--- config.mk ---
export PLATFORM = sky130hd
export DESIGN_NAME = i2c_cfg_arbiter
export DESIGN_NICKNAME = d
export VERILOG_FILES = /design/src/rtl/i2c_cfg_pkg.sv /design/src/rtl/rr_arb2.sv /design/src/rtl/i2c_cfg_arbiter.sv
export SDC_FILE = /design/constraint.sdc
export NUM_CORES = 1
export LEC_CHECK = 0
export BUFFER_PORTS_ARGS = -buffer_cell sky130_fd_sc_hd__clkbuf_2
export CAP_MARGIN = 20
export CORE_AREA = 2 2 82 84
export DETAILED_ROUTE_END_ITERATION = 8
export DIE_AREA = 0 0 84 86
export GPL_ROUTABILITY_DRIVEN = 0
export PLACE_DENSITY = 0.83
export SLEW_MARGIN = 25
export SYNTH_ARGS = -nofsm -noshare
export SYNTH_HDL_FRONTEND = slang
export SYNTH_SLANG_ARGS = --single-unit
--- constraint.sdc ---
create_clock -name clock_i2c -period 2.7 [get_ports clock_i2c]
set_input_delay 0.675 -clock clock_i2c [delete_from_list [all_inputs] [get_ports clock_i2c]]
set_output_delay 0.675 -clock clock_i2c [all_outputs]
set_load 0.03 [all_outputs]
--- src/rtl/i2c_cfg_pkg.sv ---
// Shared definitions for the camera I2C configuration arbiter: FSM state
// encoding, word layout of one register write and small helpers.
package i2c_cfg_pkg;

    localparam int DATA_W = 32;

    // OV5640 8-bit write address
    localparam logic [7:0] OV5640_DEV_ADDR = 8'h78;

    // Field positions inside one configuration word
    localparam int DEV_MSB = 31;
    localparam int DEV_LSB = 24;
    localparam int REG_MSB = 23;
    localparam int REG_LSB = 8;
    localparam int VAL_MSB = 7;
    localparam int VAL_LSB = 0;

    typedef enum logic [1:0] {
        ST_IDLE = 2'd0,
        ST_BUSY = 2'd1,
        ST_DONE = 2'd2,
        ST_GAP  = 2'd3
    } arb_state_e;

    // One-hot owner code for a requester index
    function automatic logic [1:0] onehot2(input logic idx);
        return idx ? 2'b10 : 2'b01;
    endfunction

    // Builds an OV5640 register write word
    function automatic logic [31:0] cfg_word(input logic [15:0] reg_addr,
                                             input logic [7:0]  reg_val);
        logic [31:0] w;
        w = '0;
        w[DEV_MSB:DEV_LSB] = OV5640_DEV_ADDR;
        w[REG_MSB:REG_LSB] = reg_addr;
        w[VAL_MSB:VAL_LSB] = reg_val;
        return w;
    endfunction

endpackage

--- src/rtl/rr_arb2.sv ---
// Two-way round-robin picker: a lone request wins outright, a tie goes to
// the requester that was not served last.
module rr_arb2 (
    input  logic [1:0] req,
    input  logic       last,
    output logic       winner,
    output logic       valid
);

    // Winner selection for the current request pair
    always_comb begin
        valid  = |req;
        winner = (req == 2'b11) ? ~last : req[1];
    end

endmodule

--- src/rtl/i2c_cfg_arbiter.sv ---
// Shares one i2c_com write engine between the left (0) and right (1) camera
// configuration sequencers, with round-robin grant, an idle gap between
// transfers and a watchdog that force-completes a hung transfer.
module i2c_cfg_arbiter #(
    parameter int DATA_W         = 32,
    parameter int GAP_CYCLES     = 4,
    parameter int TIMEOUT_CYCLES = 200,
    parameter int CNT_W          = 8
) (
    input  logic              clock_i2c,
    input  logic              camera_rst,
    input  logic              req0_start,
    input  logic [DATA_W-1:0] req0_data,
    output logic              req0_done,
    output logic              req0_ack,
    output logic              req0_timeout,
    input  logic              req1_start,
    input  logic [DATA_W-1:0] req1_data,
    output logic              req1_done,
    output logic              req1_ack,
    output logic              req1_timeout,
    output logic [DATA_W-1:0] i2c_data,
    output logic              start,
    input  logic              tr_end,
    input  logic              ack,
    output logic [1:0]        grant,
    output logic              busy
);
    import i2c_cfg_pkg::*;

    arb_state_e        state_q, state_d;
    logic [DATA_W-1:0] data_q, data_d;
    logic              start_q, start_d;
    logic [1:0]        grant_q, grant_d;
    logic              last_q, last_d;
    logic [1:0]        done_q, done_d;
    logic [1:0]        ack_q, ack_d;
    logic [1:0]        tmo_q, tmo_d;
    logic [CNT_W-1:0]  tmo_cnt_q, tmo_cnt_d;
    logic [CNT_W-1:0]  gap_cnt_q, gap_cnt_d;

    logic pick_winner;
    logic pick_valid;
    logic tmo_hit;
    logic owner_start;

    rr_arb2 u_rr (
        .req    ({req1_start, req0_start}),
        .last   (last_q),
        .winner (pick_winner),
        .valid  (pick_valid)
    );

    // last_q doubles as the current owner once a grant has been issued
    assign tmo_hit     = (tmo_cnt_q == CNT_W'(TIMEOUT_CYCLES - 1));
    assign owner_start = last_q ? req1_start : req0_start;

    // State and datapath registers; last_q resets to 1 so requester 0 wins the first tie
    always_ff @(posedge clock_i2c or posedge camera_rst) begin
        if (camera_rst) begin
            state_q   <= ST_IDLE;
            data_q    <= '0;
            start_q   <= 1'b0;
            grant_q   <= 2'b00;
            last_q    <= 1'b1;
            done_q    <= 2'b00;
            ack_q     <= 2'b00;
            tmo_q     <= 2'b00;
            tmo_cnt_q <= '0;
            gap_cnt_q <= '0;
        end else begin
            state_q   <= state_d;
            data_q    <= data_d;
            start_q   <= start_d;
            grant_q   <= grant_d;
            last_q    <= last_d;
            done_q    <= done_d;
            ack_q     <= ack_d;
            tmo_q     <= tmo_d;
            tmo_cnt_q <= tmo_cnt_d;
            gap_cnt_q <= gap_cnt_d;
        end
    end

    // Next-state logic; tr_end and the watchdog both end BUSY
    always_comb begin
        state_d = state_q;
        case (state_q)
            ST_IDLE: if (pick_valid)          state_d = ST_BUSY;
            ST_BUSY: if (tr_end || tmo_hit)   state_d = ST_DONE;
            ST_DONE: if (!owner_start)        state_d = ST_GAP;
            ST_GAP:  if (gap_cnt_q == '0)     state_d = ST_IDLE;
            default:                          state_d = ST_IDLE;
        endcase
    end

    // Registered outputs and counters per state; tr_end outranks the watchdog
    always_comb begin
        data_d    = data_q;
        start_d   = start_q;
        grant_d   = grant_q;
        last_d    = last_q;
        done_d    = done_q;
        ack_d     = ack_q;
        tmo_d     = tmo_q;
        tmo_cnt_d = tmo_cnt_q;
        gap_cnt_d = gap_cnt_q;
        case (state_q)
            ST_IDLE: begin
                if (pick_valid) begin
                    data_d    = pick_winner ? req1_data : req0_data;
                    start_d   = 1'b1;
                    grant_d   = onehot2(pick_winner);
                    last_d    = pick_winner;
                    tmo_cnt_d = '0;
                end
            end
            ST_BUSY: begin
                tmo_cnt_d = tmo_cnt_q + 1'b1;
                if (tr_end) begin
                    start_d = 1'b0;
                    done_d  = onehot2(last_q);
                    ack_d   = ack ? onehot2(last_q) : 2'b00;
                    tmo_d   = 2'b00;
                end else if (tmo_hit) begin
                    start_d = 1'b0;
                    done_d  = onehot2(last_q);
                    ack_d   = 2'b00;
                    tmo_d   = onehot2(last_q);
                end
            end
            ST_DONE: begin
                if (!owner_start) begin
                    done_d    = 2'b00;
                    ack_d     = 2'b00;
                    tmo_d     = 2'b00;
                    grant_d   = 2'b00;
                    gap_cnt_d = CNT_W'(GAP_CYCLES - 1);
                end
            end
            ST_GAP: begin
                if (gap_cnt_q != '0) gap_cnt_d = gap_cnt_q - 1'b1;
            end
            default: ;
        endcase
    end

    assign i2c_data     = data_q;
    assign start        = start_q;
    assign grant        = grant_q;
    assign busy         = (state_q != ST_IDLE);
    assign req0_done    = done_q[0];
    assign req1_done    = done_q[1];
    assign req0_ack     = ack_q[0];
    assign req1_ack     = ack_q[1];
    assign req0_timeout = tmo_q[0];
    assign req1_timeout = tmo_q[1];

endmodule

==> After elaboration in Yosys (flattened, before gate mapping) <==
Index checks and enable logic that the tools add are counted.
{ "totals": {"regBits": 60, "inputBits": 70, "elab_cells": 72} }
{ "op_classes": {"n_addsub": 2, "n_eq_ne": 11, "n_mux": 31, "n_bitwise": 1, "n_reduce_logical": 17} }
{ "ops": {"columns": ["op", "n"], "rows": [
  ["two-way mux 32 bit", 1],
  ["one-hot mux 8 bit (2 select lines)", 2],
  ["two-way mux 2 bit", 14],
  ["two-way mux 8 bit", 3],
  ["one-hot mux 2 bit (2 select lines)", 4],
  ["AND reduction 3 bit", 4],
  ["inequality test 2 bit (second input constant)", 5],
  ["nonzero test 2 bit", 5],
  ["adder 8 x 1 -> 8 bit (second input constant)", 1],
  ["equality test 8 bit (second input constant)", 1],
  ["zero test 8 bit", 1],
  ["one-hot mux 2 bit (4 select lines)", 1],
  ["nonzero test 8 bit", 1],
  ["subtractor 8 x 1 -> 8 bit (second input constant)", 1],
  ["equality test 2 bit (second input constant)", 3],
  ["two-way mux 1 bit", 5],
  ["AND reduction 2 bit", 2],
  ["AND reduction 4 bit", 1],
  ["inequality test 3 bit (second input constant)", 1],
  ["equality test 2 x 1 -> 1 bit (second input constant)", 1],
  ["zero test 2 bit", 1],
  ["one-hot mux 1 bit (2 select lines)", 1],
  ["OR reduction 2 bit", 1],
  ["logical OR 1 bit", 1],
  ["inverter 1 bit", 1]
]} }

==> Longest topological paths before layout <==
{ "logic_depth": {"ltp_word": 5, "depth_mapped": 8, "ltp_nobuf": 6} }

==> Cells and area by module <==
A second synthesis with hierarchy kept.
{ "unflattened": {"cells_unflattened": 318, "hier_area_um2": 3125.5} }
{ "modules_own_cells": {"columns": ["module", "instances", "cells_per_inst", "area_each_um2"], "rows": [
  ["i2c_cfg_arbiter", 1, 316, 3111.7],
  ["rr_arb2", 1, 2, 13.8]
]} }

==> Worst setup path after synthesis <==
Ideal clock, no wire load.
{ "synth_timing": {"kind": "input -> register", "from": "in req0_start", "to": "reg gap_cnt_q[5]", "setup_time_ps": 78, "arrival_ps": 2053, "required_ps": 2622, "slack_ps": 569, "stages": 6, "cell_sequence": "clkbuf_1 mux2i_1 nor2_1 clkbuf_1 or4_2 a21oi_1"} }
{ "synth_via": {"elab_chain_cells": 3} }
{ "synth_rtl": {"columns": ["element", "line_no", "rtl"], "rows": [
  ["start: declaration", "i2c_cfg_arbiter.sv:12", "input logic req0_start,"],
  ["two-way mux 1 bit", "i2c_cfg_arbiter.sv:56", "assign owner_start = last_q ? req1_start : req0_start;"],
  ["inequality test 2 bit (no source line)", null, null],
  ["AND reduction 3 bit (no source line)", null, null],
  ["end signal: assignment", "i2c_cfg_arbiter.sv:81", "gap_cnt_q <= gap_cnt_d;"],
  ["end: declaration", "i2c_cfg_arbiter.sv:40", "logic [CNT_W-1:0] gap_cnt_q, gap_cnt_d;"]
]} }
Every way passes these cells.
A chain may end at the register's enable or synchronous reset.

==> Final worst setup path <==
{ "layout_timing": {"from": "reg last_q", "to": "reg tmo_q[0]"} }
{ "layout_via": {"elab_chain_cells": 4, "word_cells_on_any_way": 7, "cone_classes": "eq/ne (1); mux (5); reduce/logical (1)"} }
{ "layout_rtl": {"columns": ["element", "line_no", "rtl"], "rows": [
  ["start: declaration", "i2c_cfg_arbiter.sv:35", "logic last_q, last_d;"],
  ["start signal: assignment", "i2c_cfg_arbiter.sv:76", "last_q <= last_d;"],
  ["two-way mux 2 bit", "i2c_cfg_pkg.sv:27", "return idx ? 2'b10 : 2'b01;"],
  ["two-way mux 2 bit", "i2c_cfg_arbiter.sv:125", "end else if (tmo_hit) begin"],
  ["two-way mux 2 bit", "i2c_cfg_arbiter.sv:120", "if (tr_end) begin"],
  ["one-hot mux 2 bit (2 select lines)", "i2c_cfg_arbiter.sv:108", "case (state_q)"],
  ["end signal: assignment", "i2c_cfg_arbiter.sv:79", "tmo_q <= tmo_d;"],
  ["end: declaration", "i2c_cfg_arbiter.sv:38", "logic [1:0] tmo_q, tmo_d;"]
]} }
Several ways; a longest one is shown, not always the timed one. The select of a mux whose other input is x is not followed.

==> impl_metrics.json <==
{
  "pwr_density_cell_nw_per_um2": 1170,
  "grt_pass1_wl_mm": 11.9,
  "grt_usage_pct": 20.8,
  "max-vdd-ir-drop_mv": 0.786,
  "crit_required_ns": 2.92,
  "io_buffers": 111,
  "coreArea_um2": 6280,
  "fillers": 501,
  "avgSynthCellArea_um2": 10.1,
  "cp_max_fo": 13,
  "first_global_vias": 2629,
  "die_y_um": 86,
  "cp-end-kind": "register",
  "fin_total_pwr_mw": 4.64,
  "avgRoutedWirePerCell_um": 14.3,
  "synth_ff_type": "dfrtp_1",
  "grt-ovfl-total": 0,
  "die_area_um2": 7220,
  "fin_crit_sh_pct": 88.9,
  "syn_to_final_growth_pct": 29.9,
  "leakage_nw": 1.99,
  "synth_area_um2": 3060,
  "grt_max_degree": 61,
  "worstPathArrival_ns": 2.62,
  "ys_warn_count": 0,
  "cts_hold_buf": 0,
  "fin_tns_setup_ns": 0,
  "skew_ns": 0.00668,
  "synth.area.top_cells": "dfrtp_1 48%, mux2i_1 11%, o21ai_0 7.0%",
  "cts_resized": 0,
  "yosys_register_bits": 60,
  "numCtsBuffers": 9,
  "setup_viol": 0,
  "drive_above_1_share_pct": 36.4,
  "max_cap_violations": 0,
  "fmax_mhz": 416,
  "relSlewSlack_pct": 48.6,
  "hp-class": "register to register",
  "hold_violations": 0,
  "outcome": "complete, no violations",
  "grt_antenna_before_repair": 0,
  "final_nets": 492,
  "min_period_ns": 2.40,
  "synth.distinct_cells": 41,
  "synth.top_cell.area_share_pct": 48.3,
  "yosys.area.top_type": "dfrtp_1",
  "seq_area_frac_synth_pct": 49.1,
  "vias": 2676,
  "boundaryPins": 112,
  "rr_worst_depth": 4,
  "synth_common_cells": "59 x dfrtp_1, 43 x o21ai_0, 40 x nand2_1",
  "die_width_um": 84,
  "n_antenna_cell": 0,
  "cts-root-buf": "clkbuf_8",
  "totalWireLength_mm": 7.11,
  "cts_tree": "yes",
  "rows": 29,
  "path_clk_slew_ns": 0.07,
  "syn_nets": 380,
  "initial_core_util_pct": 48.7,
  "dr.first_iter.drc_count": 129,
  "insertion_delay_ns": 0.33,
  "dpl.hpwl_mm": 5.23,
  "postCtsSetupBuffers": 0,
  "h-tree-depth": 3,
  "whs_path_depth": 2,
  "synthMostInstantiatedCell": "dfrtp_1",
  "synth_async_sr_flop_share_pct": 100,
  "critical_path_class": "register to register",
  "worstMarginPinSlew_ns": 0.768,
  "synth_edf_count": 0,
  "ant_nets": 0,
  "firstDrtPassIters": 4,
  "synth_cells": 303,
  "start_kind": "register",
  "post-route-drc-count": 0,
  "clock_sinks": 60,
  "slew_violations": 0,
  "rsz0062_at_grt": "false",
  "clockBufferDepth": 2,
  "viasPerCell": 5.38
}
critical path, stage by stage (launching register included):
cell	delay, ns
dfstp_2	0.68
mux2i_1	0.29
nor2_1	0.22
nor3_1	0.67
mux2_2	0.42
cell usage in the layout (no fill, tap or decap), drive strengths merged, types with 5 or more instances in the layout:
cell type,n
clkbuf,120
dfrtp,59
o21ai,43
nand2,40
mux2i,35
a21oi,14
inv,12
nor2,8
or4,8
ha,7
mux2,7
nor3,6
o31ai,6
buf,6
nor2b,5
or3,5
metrics by stage:
stage                     setup slack [ns]  instance area [um2]  utilization [%]  instances  hold slack, ns
after floorplan                      0.542                 3060                -        303           0.478
after global placement               0.262                 3730             59.4        481           0.461
after detailed placement             0.181                 3730             59.4        481           0.470
after CTS                            0.305                 3980             63.3        497           0.487
after global routing                0.0918                 3980             63.3        497           0.503
final                                0.299                 3980             63.3        497           0.481
report_power, final:
group          total, mW  internal [mW]  switching, mW
sequential          1.50           1.25          0.247
combinational       2.14          0.731           1.41
clock              0.992          0.619          0.373
layout make-up:
class,instances,area (um2),area share [%]
inverter,11,41.3,1.04
sequential,60,1500,37.8
clock buffer,9,124,3.12
clock inverter,7,124,3.12
tap,77,96.3,2.42
multi-input combinational,216,1470,37.1
timing repair buffer,117,613,15.4
metal layers:
layer / share of wire, % / GRT usage [%] / routed length, um
met3: 6.2 / 5.68 / 443
met1: 45 / 26.5 / 3200
met4: 1.6 / 8.36 / 116
met2: 47 / 33.8 / 3360
met5: 0 / 0 / 0
cell families after synthesis:
group                    synth area share, %
AO/OA/AOI/OAI                           15.5
XOR/XNOR                               0.286
adder cells (fa/ha/maj)                 2.86
buffers and inverters                   3.44
flip-flops                              49.1
multiplexers                            14.2
AND/OR/NAND/NOR                         14.6
flip-flops by register name, indices dropped and copies added (netlist names):
| name | cells |
|---|---|
| grant | 2 |
| ack_q | 2 |
| state_q | 2 |
| last_q | 1 |
| gap_cnt_q | 8 |
| done_q | 2 |
| tmo_cnt_q | 8 |
| start | 1 |
| i2c_data | 32 |
| tmo_q | 2 |
worst paths after layout:
| kind | startpoint | end | slack [ns] |
|---|---|---|---|
| setup reg to reg | last_q$_DFFE_PP1P_ | tmo_q[0]$_DFFE_PP0P_ | 0.30 |
| setup / recovery | last_q$_DFFE_PP1P_ | tmo_q[0]$_DFFE_PP0P_ | 0.30 |
| max in group asynchronous | camera_rst | done_q[0]$_DFFE_PP0P_ | 1.69 |
| hold reg to reg | i2c_data[25]$_DFFE_PP0P_ | i2c_data[25]$_DFFE_PP0P_ | 0.48 |
| min in group asynchronous | camera_rst | i2c_data[20]$_DFFE_PP0P_ | 0.54 |
| hold / removal | i2c_data[25]$_DFFE_PP0P_ | i2c_data[25]$_DFFE_PP0P_ | 0.48 |
No activity file was read; power rests on OpenSTA's default activity.
